$ cat config.mk
export PLATFORM = sky130hd
export DESIGN_NAME = add_unit_arbiter
export DESIGN_NICKNAME = d
export VERILOG_FILES = /design/src/rtl/add_unit_arbiter.sv
export SDC_FILE = /design/constraint.sdc
export NUM_CORES = 1
export LEC_CHECK = 0
export CAP_MARGIN = 0
export CORE_MARGIN = 4
export CORE_UTILIZATION = 40
export CTS_BUF_LIST = sky130_fd_sc_hd__clkbuf_16
export DETAILED_ROUTE_END_ITERATION = 8
export PLACE_DENSITY = 0.79
export SLEW_MARGIN = 20
export SYNTH_ARGS = -nofsm -noshare
export SYNTH_HDL_FRONTEND = slang
export SYNTH_SLANG_ARGS = --single-unit
$ cat constraint.sdc
create_clock -name clk -period 5.2 [get_ports clk]
set_input_delay 0.52 -clock clk [delete_from_list [all_inputs] [get_ports clk]]
set_output_delay 0.52 -clock clk [all_outputs]
set_load 0.005 [all_outputs]
$ cat src/rtl/add_unit_arbiter.sv
// rtl/add_unit_arbiter.sv - round-robin arbiter sharing one adder among NUM_REQ issuing requesters
module add_unit_arbiter #(
    parameter int NUM_REQ = 4,
    parameter int WIDTH   = 16,
    parameter int TAG_W   = 4,
    parameter int ADD_LAT = 1
) (
    input  logic                       clk,
    input  logic                       rst,
    input  logic [NUM_REQ-1:0]         req_valid,
    output logic [NUM_REQ-1:0]         req_ready,
    input  logic [NUM_REQ*WIDTH-1:0]   req_a,
    input  logic [NUM_REQ*WIDTH-1:0]   req_b,
    input  logic [NUM_REQ*TAG_W-1:0]   req_tag,
    output logic [WIDTH-1:0]           add_a,
    output logic [WIDTH-1:0]           add_b,
    input  logic [WIDTH:0]             add_out,
    output logic                       wb_valid,
    input  logic                       wb_ready,
    output logic [WIDTH:0]             wb_result,
    output logic [2:0]                 wb_src,
    output logic [TAG_W-1:0]           wb_tag,
    output logic                       busy,
    output logic [15:0]                issue_count
);

    localparam int IDX_W = $clog2(NUM_REQ);

    typedef enum logic [1:0] {IDLE, EXEC, WB} state_t;

    state_t             state_q;
    logic [IDX_W-1:0]   ptr_q, ptr_d;
    logic [IDX_W-1:0]   src_q;
    logic [WIDTH-1:0]   a_q, b_q;
    logic [TAG_W-1:0]   tag_q;
    logic [7:0]         cnt_q;
    logic [WIDTH:0]     res_q;
    logic [15:0]        issue_q;
    logic               wb_valid_q, busy_q;

    logic [WIDTH-1:0]   a_arr [NUM_REQ];
    logic [WIDTH-1:0]   b_arr [NUM_REQ];
    logic [TAG_W-1:0]   t_arr [NUM_REQ];

    logic               grant_found;
    logic [IDX_W-1:0]   grant_idx;
    logic               accept;

    always_comb begin
        for (int i = 0; i < NUM_REQ; i++) begin
            a_arr[i] = req_a[i*WIDTH +: WIDTH];
            b_arr[i] = req_b[i*WIDTH +: WIDTH];
            t_arr[i] = req_tag[i*TAG_W +: TAG_W];
        end
    end

    // Scan upward from the pointer, wrapping, and take the first valid requester.
    always_comb begin
        int j;
        j           = 0;
        grant_found = 1'b0;
        grant_idx   = '0;
        for (int k = 0; k < NUM_REQ; k++) begin
            j = int'(ptr_q) + k;
            if (j >= NUM_REQ) j = j - NUM_REQ;
            if (!grant_found && req_valid[j[IDX_W-1:0]]) begin
                grant_found = 1'b1;
                grant_idx   = j[IDX_W-1:0];
            end
        end
    end

    always_comb begin
        req_ready = '0;
        if (!rst && state_q == IDLE && grant_found) req_ready[grant_idx] = 1'b1;
    end

    assign accept = (state_q == IDLE) && |(req_valid & req_ready);
    assign ptr_d  = (grant_idx == IDX_W'(NUM_REQ - 1)) ? '0 : grant_idx + 1'b1;

    always_ff @(posedge clk or posedge rst) begin
        if (rst) begin
            state_q    <= IDLE;
            ptr_q      <= '0;
            src_q      <= '0;
            a_q        <= '0;
            b_q        <= '0;
            tag_q      <= '0;
            cnt_q      <= '0;
            res_q      <= '0;
            issue_q    <= '0;
            wb_valid_q <= 1'b0;
            busy_q     <= 1'b0;
        end else begin
            case (state_q)
                IDLE: if (accept) begin
                    a_q     <= a_arr[grant_idx];
                    b_q     <= b_arr[grant_idx];
                    tag_q   <= t_arr[grant_idx];
                    src_q   <= grant_idx;
                    ptr_q   <= ptr_d;
                    issue_q <= issue_q + 16'd1;
                    cnt_q   <= 8'(ADD_LAT);
                    busy_q  <= 1'b1;
                    state_q <= EXEC;
                end
                // Counter reaching zero means add_out reflects the held operands.
                EXEC: if (cnt_q == 8'd0) begin
                    res_q      <= add_out;
                    wb_valid_q <= 1'b1;
                    state_q    <= WB;
                end else begin
                    cnt_q <= cnt_q - 8'd1;
                end
                WB: if (wb_ready) begin
                    wb_valid_q <= 1'b0;
                    busy_q     <= 1'b0;
                    state_q    <= IDLE;
                end
                default: state_q <= IDLE;
            endcase
        end
    end

    assign add_a       = a_q;
    assign add_b       = b_q;
    assign wb_valid    = wb_valid_q;
    assign wb_result   = res_q;
    assign wb_src      = 3'(src_q);
    assign wb_tag      = tag_q;
    assign busy        = busy_q;
    assign issue_count = issue_q;

endmodule

Word level (Yosys, flattened, before mapping) --
Cells that the tools add are included.
Storage, ports and cells: register bits after elaboration 85, bits of input ports 168, output and inout bits 78
Cells by class: add/subtract/negate cells 10, $lt $le $gt $ge 11, equality and inequality tests 7, mux-type cells 45, bitwise gates (word level) 2, reductions and logical operators 23
Operators with widths (count):
- binary-select mux 16 bit (select 2 bit) | 2
- two-way mux 16 bit | 4
- two-way mux 2 bit | 12
- adder 16 x 1 -> 16 bit (second input constant) | 1
- two-way mux 8 bit | 2
- one-hot mux 8 bit (2 select lines) | 1
- less-than comparator 2 x 3 -> 1 bit (second input constant) | 5
- greater-or-equal comparator 3 bit (second input constant) | 4
- two-way mux 1 bit | 12
- two-way mux 4 bit | 3
- AND reduction 3 bit | 4
- binary-select mux 1 bit (select 2 bit) | 4
- binary-select mux 4 bit (select 2 bit) | 1
- zero test 8 bit | 1
- != test 2 bit (second input constant) | 4
- subtractor 2 x 1 -> 2 bit (second input constant) | 4
- subtractor 8 x 1 -> 8 bit (second input constant) | 1
- logical AND 1 bit | 7
- adder 2 x 2 -> 3 bit (second input constant) | 2
- one-hot mux 2 bit (3 select lines) | 1
- nonzero test 2 bit | 3
- AND 4 bit | 1
- equality test 2 bit (second input constant) | 2
- zero test 1 bit | 4
- 11 further kinds | 13

Depth between registers and ports, before layout --
Gate-level depths: netlist (run 1).
depth in word-level cells 24, depth in mapped cells 12

Worst setup path before layout (run 1) --
OpenSTA, ideal clock, no wires.
path type input to register, from input req_valid[0], to register ptr_q[1], library setup time 125 ps, data arrival time 2444 ps, required time 5075 ps, slack 2631 ps, stages on the path 11, cell sequence nor2b_1 nor4_1 buf_2 nor2_1 buf_2 inv_1 ha_1 nand2_1 a21boi_4 a21boi_4 mux2_2
On the way: word-level cells in the longest chain between the ends 21, elaborated cells on any way between the ends 36, classes of those cells add/sub (1); order compare (2); eq/ne (1); mux (20); bitwise (1); reduce/logical (11)
RTL lines:
- start: declaration | line 10 | input logic [NUM_REQ-1:0] req_valid,
- binary-select mux 1 bit (select 2 bit) | line 66 | if (!grant_found && req_valid[j[IDX_W-1:0]]) begin
- two-way mux 1 bit (not written as such) | line 66
- two-way mux 1 bit | line 66
- zero test 1 bit | line 66
- logical AND 1 bit | line 66
- two-way mux 1 bit | line 66
- zero test 1 bit | line 66
- logical AND 1 bit | line 66
- (+5 left out)
- logical AND 1 bit (not written as such) | line 75 | if (!rst && state_q == IDLE && grant_found) req_ready[grant_idx] = 1'b1;
- two-way mux 1 bit (not written as such) | line 75
- demux 1 bit (select 2 bit) | line 75
- two-way mux 4 bit | line 75
- AND 4 bit | line 78 | assign accept = (state_q == IDLE) && |(req_valid & req_ready);
- OR reduction 4 bit | line 78
- logical AND 1 bit | line 78
- AND reduction 2 bit (no line)
- end signal: assignment | line 101 | ptr_q <= ptr_d;
- end: declaration | line 32 | logic [IDX_W-1:0] ptr_q, ptr_d;
Parallel ways exist; a longest one is shown, timed or not. The select of a mux whose other input is x is not followed. A chain may end at the register's enable or synchronous reset.

Final worst setup path (run 1) --
from input req_valid[2], to register issue_q[1] (netlist: issue_count[1])
On the way: word-level cells in the longest chain between the ends 21, elaborated cells on any way between the ends 33, classes of those cells order compare (2); mux (19); bitwise (1); reduce/logical (11)
RTL lines:
- binary-select mux 1 bit (select 2 bit) | line 66
- two-way mux 1 bit (not written as such) | line 66
- two-way mux 1 bit | line 66
- zero test 1 bit | line 66
- logical AND 1 bit | line 66
- two-way mux 1 bit | line 66
- zero test 1 bit | line 66
- logical AND 1 bit | line 66
- (+5 left out)
- logical AND 1 bit (not written as such) | line 75
- two-way mux 1 bit (not written as such) | line 75
- demux 1 bit (select 2 bit) | line 75
- two-way mux 4 bit | line 75
- AND 4 bit * | line 78
- OR reduction 4 bit * | line 78
- logical AND 1 bit * | line 78
- AND reduction 2 bit (no line) *
- end signal: assignment | line 102 | issue_q <= issue_q + 16'd1;
- end: declaration | line 38 | logic [15:0] issue_q;
Every way passes the cells marked *; elsewhere a longest branch is shown, timed or not. The select of a mux whose other input is x is not followed.

==> results.json, run 1 <==
{
  "cpMaxStageDelayCell": "a21boi_4",
  "ant_nets": 0,
  "path_max_fanout": 24,
  "avgViaCountPerCell": 5.34,
  "yosysWarnings": 0,
  "cts_resized": 0,
  "synth_edf_count": 0,
  "fmax_mhz": 249,
  "coreArea_um2": 12600,
  "worstPathRequired_ns": 5.41,
  "totalWireLength_mm": 16.8,
  "end_kind": "register",
  "grt_pass1_wl_mm": 26.8,
  "start_kind": "input pin",
  "worstPathCellList": "clkdlybuf4s50_1 -> nor2b_1 -> a211oi_1 -> or2_1 -> inv_2 -> ha_1 -> nand2_1 -> a21boi_4 -> a21boi_4 -> buf_4 -> mux2_1",
  "synth_common_cells": "dfrtp_1, inv_1, o21ai_0, mux2i_1, nand3_1",
  "maxCapViolCount": 0,
  "synthFlopType": "dfrtp_1",
  "grt.overflow.total": 0,
  "initial_core_util_pct": 40.7,
  "wl_per_cell_um": 18.7,
  "first_pass_iters": 5,
  "status": "complete, no violations",
  "slew_headroom_pct": 36.7,
  "crit_top_cell": "a21boi_4",
  "grt_util_all_layers_pct": 22.8,
  "slowest_delay_ns": 0.70,
  "leakagePower_nw": 3.38,
  "rsz0062_at_grt": "no",
  "antenna_found_initial": 0,
  "power.density_nw_per_um2": 478,
  "vias": 4808,
  "clk_path_buf_depth": 2,
  "drc": 0,
  "drtIter0Drc": 347,
  "synth_area_um2": 5140,
  "tns_ns": 0,
  "fin_total_pwr_mw": 3.82,
  "synth-seq-cells": 85,
  "place_congestion": 0.887,
  "synth.most_common_cell": "dfrtp_1",
  "die_area_um2": 14700,
  "postCtsHoldBufs": 0,
  "hold_violations": 0,
  "synth-seq-area-share_pct": 41.4,
  "tightest_slew_ns": 0.949,
  "synth_area_leader_cell": "dfrtp_1",
  "diodes": 0,
  "p_seq_share_pct": 29.8,
  "clock_skew_ns": 0.00804,
  "clkLatencyLatePin_ns": 0.33,
  "synth_area_leaders": "dfrtp_1, o221ai_2, mux2i_1",
  "ir_drop_mv": 0.250,
  "avgSynthCellArea_um2": 10.4,
  "setup_violations": 0,
  "async_flop_share_pct": 100,
  "dp_hpwl_mm": 12.6,
  "cts-buffers-inserted": 9,
  "intPower_mw": 2.42,
  "area_growth_pct": 55.5,
  "cts.clk_slew.worst_paths_ns": 0.07,
  "clkSinkCount": 85,
  "die_x_um": 121,
  "hold_class": "register to register",
  "netlist_instances": 496,
  "critPathArrivalTime_ns": 4.23,
  "portBuffers": 244,
  "grt_max_degree": 50,
  "swShare_pct": 36.8,
  "std_cell_rows": 41,
  "worstSetupPathType": "input pin to register",
  "synth_top_area_share_pct": 41.4,
  "io_pins": 246,
  "p_clk_share_pct": 16.2,
  "cts_tree": "done",
  "drv_slew": 0,
  "fin_crit_ns": 4.02,
  "grt_pass1_vias": 5200,
  "synthDistinctLibCells": 56,
  "post_cts_buffers": 0,
  "min_period_over_period_pct": 77.3,
  "cts_root_buffer": "clkbuf_16",
  "combinationalPowerShare_pct": 53.9,
  "drive_gt1_share_pct": 12.1,
  "htree_num_levels": 3,
  "synth_nets": 668,
  "power_switching_mw": 1.41,
  "nets": 895,
  "die_y_um": 121
}
[cell usage in the layout, fill, tap and decap left out, types with 5 or more instances in the layout]
cell type / netlist / layout
clkdlybuf4s50_1: 0 / 244
dfrtp_1: 85 / 85
inv_1: 45 / 44
o21ai_0: 44 / 43
mux2i_1: 37 / 37
nand3_1: 37 / 37
a21o_1: 36 / 36
o221ai_2: 28 / 28
nand2_1: 12 / 12
nor2_1: 13 / 12
mux2_2: 11 / 11
xnor2_1: 11 / 11
mux2_4: 9 / 9
clkbuf_16: 0 / 9
buf_4: 3 / 9
o221ai_1: 8 / 8
and3_1: 6 / 6
nand4_1: 6 / 6
a21oi_1: 6 / 6
o21ai_1: 4 / 5
and2_1: 5 / 5
o2111ai_1: 5 / 5
[critical path, delay by kind of cell]
family                     cells  cell delay, ns
muxes                          1            0.35
and+or+nand+nor                3            0.83
buffers and inverters          3            1.22
AOI/OAI and AO/OA              3            1.04
adders and majority gates      1            0.23
[kinds of logic (layout without fill, tap and decap cells)]
family                   after synthesis  after routing  synth area share, %
XOR/XNOR                              15             15                 2.56
other                                  1              1               0.0729
multiplexers                          58             58                 12.5
flip-flops                            85             85                 41.4
AO/OA/AOI/OAI                        150            150                 24.8
buffers and inverters                 83            315                 7.37
AND/OR/NAND/NOR                      100            100                 10.3
adder cells (fa/ha/maj)                4              4                0.974
[per-layer routing]
metal | part of all wire [%] | track usage [%]
met1 | 40 | 28.0
met2 | 50 | 39.2
met3 | 8.0 | 5.73
met4 | 2.0 | 6.93
met5 | 0 | 0
[final timing paths]
path	startpoint	to	slack (ns)	depth (start not counted)
setup reg to reg	ptr_q[0]	issue_count[1]	1.49	10
min in group asynchronous	rst	state_q[1]	0.69	2
setup / recovery	req_valid[2]	issue_count[1]	1.18	11
hold / removal	issue_count[15]	issue_count[15]	0.49	1
max in group asynchronous	rst	add_a[14]	3.45	3
hold reg to reg	issue_count[15]	issue_count[15]	0.49	1
[power groups by stage]
stage          combinational [mW]  clock [mW]  sequential (mW)
3_3_place_gp                 2.00           0             1.13
5_1_grt                      2.25       0.665             1.18
3_5_place_dp                 2.08           0             1.15
6_report                     2.06       0.621             1.14
2_1_floorplan                1.18           0             1.13
4_1_cts                      2.08       0.636             1.14
[sequential cells by signal (all words and copies together) (netlist names)]
| name | flops |
|---|---|
| add_a | 16 |
| wb_tag | 4 |
| state_q | 2 |
| wb_result | 17 |
| busy | 1 |
| issue_count | 16 |
| add_b | 16 |
| cnt_q | 8 |
| ptr_q | 2 |
| wb_valid | 1 |
| src_q | 2 |
[area by class of cell]
type	count	area, µm²
fill	1061	4630
multi-input combinational	328	2680
timing repair buffer	253	2510
sequential	85	2130
clock buffer	9	225
tap	172	215
inverter	46	174
clock inverter	7	66.3
[per-stage QoR]
stage / setup WS, ns / util (%) / instance area (µm²) / hold slack, ns / instances
after global routing: 0.939 / 63.3 / 7990 / 0.520 / 900
after detailed placement: 0.369 / 61.0 / 7690 / 0.471 / 884
after CTS: 0.699 / 63.3 / 7990 / 0.493 / 900
after floorplan: 2.49 / - / 5140 / 0.468 / 496
final: 1.18 / 63.3 / 7990 / 0.485 / 900
after global placement: 0.678 / 61.0 / 7690 / 0.462 / 884
Note: power is estimated with default switching activity, not from simulation.
==> run 2, diff against run 1 <==
==> constraint.sdc (replaced) <==
create_clock -name clk -period 4 [get_ports clk]
set_input_delay 0.4 -clock clk [delete_from_list [all_inputs] [get_ports clk]]
set_output_delay 0.4 -clock clk [all_outputs]
set_load 0.005 [all_outputs]
==> run 2 against run 1 <==
Effect of this change: final area rose by 0.11%; clock skew fell by 0.0015 ns; core utilization rose by 0.069 points; flip-flop and latch count did not move; worst setup slack got worse by 0.58 ns; critical path type is now input pin to output pin; critical endpoint is now req_ready[0].
==> results.json, run 2 (synthesis results as in run 1) <==
{
  "status": "complete, no violations",
  "crit_buf_inv": 3,
  "clock_skew_ns": 0.00656,
  "busiest_layer": "met2",
  "cts-buffers-inserted": 9,
  "r2r_slack_ns": 1.17,
  "grt_use_met1_pct": 27.4,
  "cts_root_buffer": "clkbuf_16",
  "cts_resized": 0,
  "wl_per_cell_um": 18.8,
  "cts.clk_slew.worst_paths_ns": 0.06,
  "worst-path-stages": 8,
  "diodes": 0,
  "met2_usage_pct": 39.6,
  "grt_util_all_layers_pct": 23.0,
  "fin_total_pwr_mw": 4.92,
  "die_x_um": 121,
  "post_cts_buffers": 0,
  "slew_headroom_pct": 38.5,
  "rr_startpoint": "ptr_q[0]",
  "path_max_fanout": 38,
  "clkSinkCount": 85,
  "tightest_slew_ns": 0.922,
  "layout_commonest_cell": "clkdlybuf4s50_1",
  "power.density_nw_per_um2": 615,
  "fmax_mhz": 294,
  "coreArea_um2": 12600,
  "worstPathCellList": "clkdlybuf4s50_1 -> o21ai_0 -> a211oi_4 -> nor2_4 -> buf_4 -> nand2_1 -> nor2_1 -> clkdlybuf4s50_1",
  "worstSetupPathType": "input pin to output pin",
  "place_congestion": 0.791,
  "critPathArrivalTime_ns": 3.00,
  "maxCapViolCount": 0,
  "ant_nets": 0,
  "die_y_um": 121,
  "area_growth_pct": 55.7,
  "drc": 0,
  "io_pins": 246,
  "min_period_over_period_pct": 85.1,
  "grt_pass1_vias": 5201,
  "cpMaxStageDelayCell": "clkdlybuf4s50_1",
  "dp_hpwl_mm": 12.6,
  "postCtsHoldBufs": 0,
  "leakagePower_nw": 3.40,
  "path_delay_family": "buffers and inverters",
  "setup_violations": 0,
  "reg2reg_to": "add_a[7]",
  "grt.overflow.total": 0,
  "ir_drop_mv": 0.241,
  "end_kind": "output pin",
  "worstPathRequired_ns": 3.60,
  "crit_start": "req_valid[3]",
  "hold_class": "input pin to async pin",
  "htree_num_levels": 3,
  "grt_max_degree": 40,
  "std_cell_rows": 41,
  "die_area_um2": 14700,
  "rsz0062_at_grt": "no",
  "fin_crit_ns": 3.40,
  "crit_top_cell": "clkdlybuf4s50_1",
  "drtIter0Drc": 306,
  "drive_gt1_share_pct": 12.6,
  "totalWireLength_mm": 17.0,
  "tns_ns": 0,
  "hold_violations": 0,
  "avgViaCountPerCell": 5.43,
  "antenna_found_initial": 0,
  "slowest_delay_ns": 0.54,
  "start_kind": "input pin",
  "final_cell_mix": "clkdlybuf4s50_1, dfrtp_1, inv_1, o21ai_0",
  "portBuffers": 244,
  "drv_slew": 0,
  "clk_path_buf_depth": 2,
  "clkLatencyLatePin_ns": 0.33,
  "cts_tree": "done",
  "nets": 900,
  "vias": 4911,
  "largest_register_ffs": 17,
  "initial_core_util_pct": 40.7,
  "crit_path_end": "req_ready[0]",
  "first_pass_iters": 4,
  "worst_r2r_path_depth": 10,
  "grt_pass1_wl_mm": 26.7,
  "use_met3_pct": 5.73
}
-- run 2: area by class of cell --
cell class | count | area, µm²
Clock buffer | 9 | 225
Tap cell | 172 | 215
Timing Repair Buffer | 258 | 2560
Fill cell | 1068 | 4620
Inverter | 46 | 174
Multi-Input combinational cell | 328 | 2670
Clock inverter | 6 | 32.5
Sequential cell | 85 | 2130
-- run 2: how the worst min path moves through the flow --
stage / from / to / slack (ns) / cells after the start
6_report: rst / busy / 0.43 / 2
3_3_place_gp: busy / busy / 0.47 / 2
3_5_place_dp: busy / busy / 0.47 / 2
4_1_cts: rst / busy / 0.43 / 2
2_1_floorplan: wb_valid / wb_valid / 0.47 / 2
5_1_grt: rst / busy / 0.46 / 2
-- run 2: report_power, final --
part           internal, mW  total (mW)  switching [mW]
clock                 0.410       0.739           0.328
sequential             1.22        1.48           0.252
combinational          1.46        2.70            1.24
total                  3.10        4.92            1.82
-- run 2: per-layer routing --
metal / share of wire [%] / up-vias
met3: 8.6 / 35
met4: 2.8 / 0
met1: 39 / 2348
met5: 0 / -
li1: - / 2267
met2: 50 / 261
-- run 2: metrics by stage --
step                hold WS (ns)  setup WS, ns  instances  area, µm²  utilization, %
floorplan                  0.468          1.41        496       5140               -
global placement           0.472         0.666        889       7740            61.4
detailed placement         0.472         0.586        889       7740            61.4
CTS                        0.428         0.551        904       8000            63.4
global route               0.465         0.369        904       8000            63.4
finish                     0.431         0.597        904       8000            63.4
==> run 3, diff against run 2 <==
--- a/config.mk
+++ b/config.mk
@@ -6,7 +6,6 @@
 export NUM_CORES = 1
 export LEC_CHECK = 0
 export CAP_MARGIN = 0
-export CORE_MARGIN = 4
 export CORE_UTILIZATION = 40
 export CTS_BUF_LIST = sky130_fd_sc_hd__clkbuf_16
 export DETAILED_ROUTE_END_ITERATION = 8
==> run 3 against run 2 <==
Effect of this change: die area is 9.6% lower; critical path depth stayed put; clock power is 12% higher; core utilization is 0.57 points higher; final cell count is 0.11% lower; worst setup slack worse by 0.045 ns; register-to-register slack worse by 0.25 ns; fmax is 1.3% lower; hold slack better by 0.019 ns; clock skew is 0.0032 ns higher; sequential share of layout area is 0.13 points lower; critical path type unchanged; largest power group unchanged; highest routed layer unchanged.
==> results.json, run 3 (synthesis results as in run 1) <==
{
  "grt_pass1_vias": 4924,
  "grt_util_all_layers_pct": 24.4,
  "rsz0062_at_grt": "no",
  "clock_skew_ns": 0.00977,
  "cts.clk_slew.worst_paths_ns": 0.06,
  "clk_path_buf_depth": 2,
  "end_kind": "output pin",
  "hold_ws_ns": 0.451,
  "drive_gt1_share_pct": 12.6,
  "std_cell_rows": 41,
  "ant_nets": 0,
  "vias": 4859,
  "fin_crit_ns": 3.45,
  "die_y_um": 115,
  "place_area_um2": 7740,
  "grt.overflow.total": 0,
  "drc": 0,
  "worstPathCellList": "clkdlybuf4s50_1 -> o21ai_0 -> a211oi_4 -> nor2_4 -> buf_4 -> nand2_1 -> nor2_1 -> clkdlybuf4s50_1",
  "leakagePower_nw": 3.40,
  "rr_startpoint": "ptr_q[0]",
  "critPathArrivalTime_ns": 3.05,
  "drtIter0Drc": 399,
  "avgViaCountPerCell": 5.38,
  "io_pins": 246,
  "clkLatencyLatePin_ns": 0.33,
  "hold_class": "input pin to async pin",
  "crit_top_cell": "clkdlybuf4s50_1",
  "combinationalPowerShare_pct": 53.9,
  "worstSetupPathType": "input pin to output pin",
  "setup_violations": 0,
  "antenna_found_initial": 0,
  "path_max_fanout": 38,
  "nets": 898,
  "htree_num_levels": 3,
  "p_clk_share_pct": 16.5,
  "slew_headroom_pct": 36.9,
  "layout_commonest_cell": "clkdlybuf4s50_1",
  "start_kind": "input pin",
  "postCtsHoldBufs": 0,
  "finalNonFillerCells": 903,
  "cpMaxStageDelayCell": "buf_4",
  "worstPathRequired_ns": 3.60,
  "worst_r2r_path_depth": 10,
  "die_x_um": 115,
  "p_seq_share_pct": 29.6,
  "placedCellCount": 887,
  "r2r_slack_ns": 0.92,
  "initial_core_util_pct": 40.9,
  "drv_slew": 0,
  "clkSinkCount": 85,
  "fin_util_pct": 64.0,
  "reg2reg_to": "add_a[11]",
  "status": "complete, no violations",
  "cts-buffers-inserted": 9,
  "wl_per_cell_um": 18.0,
  "hold_violations": 0,
  "grt_max_degree": 39,
  "power_switching_mw": 1.85,
  "grt_pass1_wl_mm": 25.0,
  "diodes": 0,
  "worst-path-stages": 8,
  "pre_cts_ws_ns": 0.405,
  "maxCapViolCount": 0,
  "dp_hpwl_mm": 12.1,
  "post_cts_buffers": 0,
  "stdcell_area_um2": 8040,
  "cts_resized": 0,
  "first_pass_iters": 5,
  "worst_slack_ns": 0.551,
  "fmax_mhz": 290,
  "portBuffers": 244,
  "crit_path_end": "req_ready[0]",
  "largest_register_ffs": 17,
  "crit_buf_inv": 3,
  "min_period_over_period_pct": 86.2,
  "slowest_delay_ns": 0.56,
  "cts_tree": "done",
  "swShare_pct": 36.8,
  "tightest_slew_ns": 0.947,
  "path_delay_family": "buffers and inverters",
  "power.density_nw_per_um2": 624,
  "tns_ns": 0,
  "final_cell_mix": "clkdlybuf4s50_1, dfrtp_1, inv_1, o21ai_0",
  "ir_drop_mv": 0.273,
  "crit_start": "req_valid[3]",
  "totalWireLength_mm": 16.3,
  "fin_total_pwr_mw": 5.02,
  "area_growth_pct": 56.4,
  "coreArea_um2": 12600,
  "place_congestion": 0.873,
  "cts_root_buffer": "clkbuf_16",
  "die_area_um2": 13300,
  "intPower_mw": 3.17
}
run 3: cell types whose count changed in the layout (fill, tap and decap cells not counted), sizes merged:
cell	delta
clkinvlp	+1
buf	-2
clkinv	-1
bufinv	+1
run 3: worst min path at each step:
stage                   from            end  depth (start not counted)
floorplan           wb_valid       wb_valid                          2
global placement    wb_valid       wb_valid                          2
detailed placement  wb_valid       wb_valid                          2
CTS                      rst  wb_result[14]                          2
global route             rst  wb_result[10]                          2
finish                   rst     state_q[1]                          2
run 3: worst reg2reg max path, stage by stage (launching register included):
cell and delay, ns:
dfrtp_1 0.41, nor2b_1 0.31, a211oi_1 0.15, or2_1 0.41, inv_2 0.11, ha_1 0.19
nand2_1 0.08, a21boi_4 0.18, a21boi_4 0.72, buf_12 0.28, o221ai_2 0.12
run 3: final cells by class:
class	count	area [µm²]
Fill cell	1033	4530
Clock inverter	7	73.8
Tap cell	172	215
Sequential cell	85	2130
Clock buffer	9	225
Timing Repair Buffer	256	2560
Multi-Input combinational cell	328	2670
Inverter	46	174
run 3: layer usage:
layer	GRT usage, %	share of wire [%]	vias to the layer above
met5	0	0	-
met4	8.57	2.3	0
met3	4.38	7.5	27
met2	45.1	53	238
met1	28.2	38	2334
li1	-	-	2260
run 3: power groups by stage:
| stage | registers [mW] | logic [mW] | clock network, mW |
|---|---|---|---|
| floorplan | 1.46 | 1.53 | 0 |
| global placement | 1.48 | 2.62 | 0 |
| detailed placement | 1.49 | 2.71 | 0 |
| CTS | 1.48 | 2.72 | 0.838 |
| global route | 1.53 | 2.93 | 0.869 |
| finish | 1.48 | 2.71 | 0.828 |
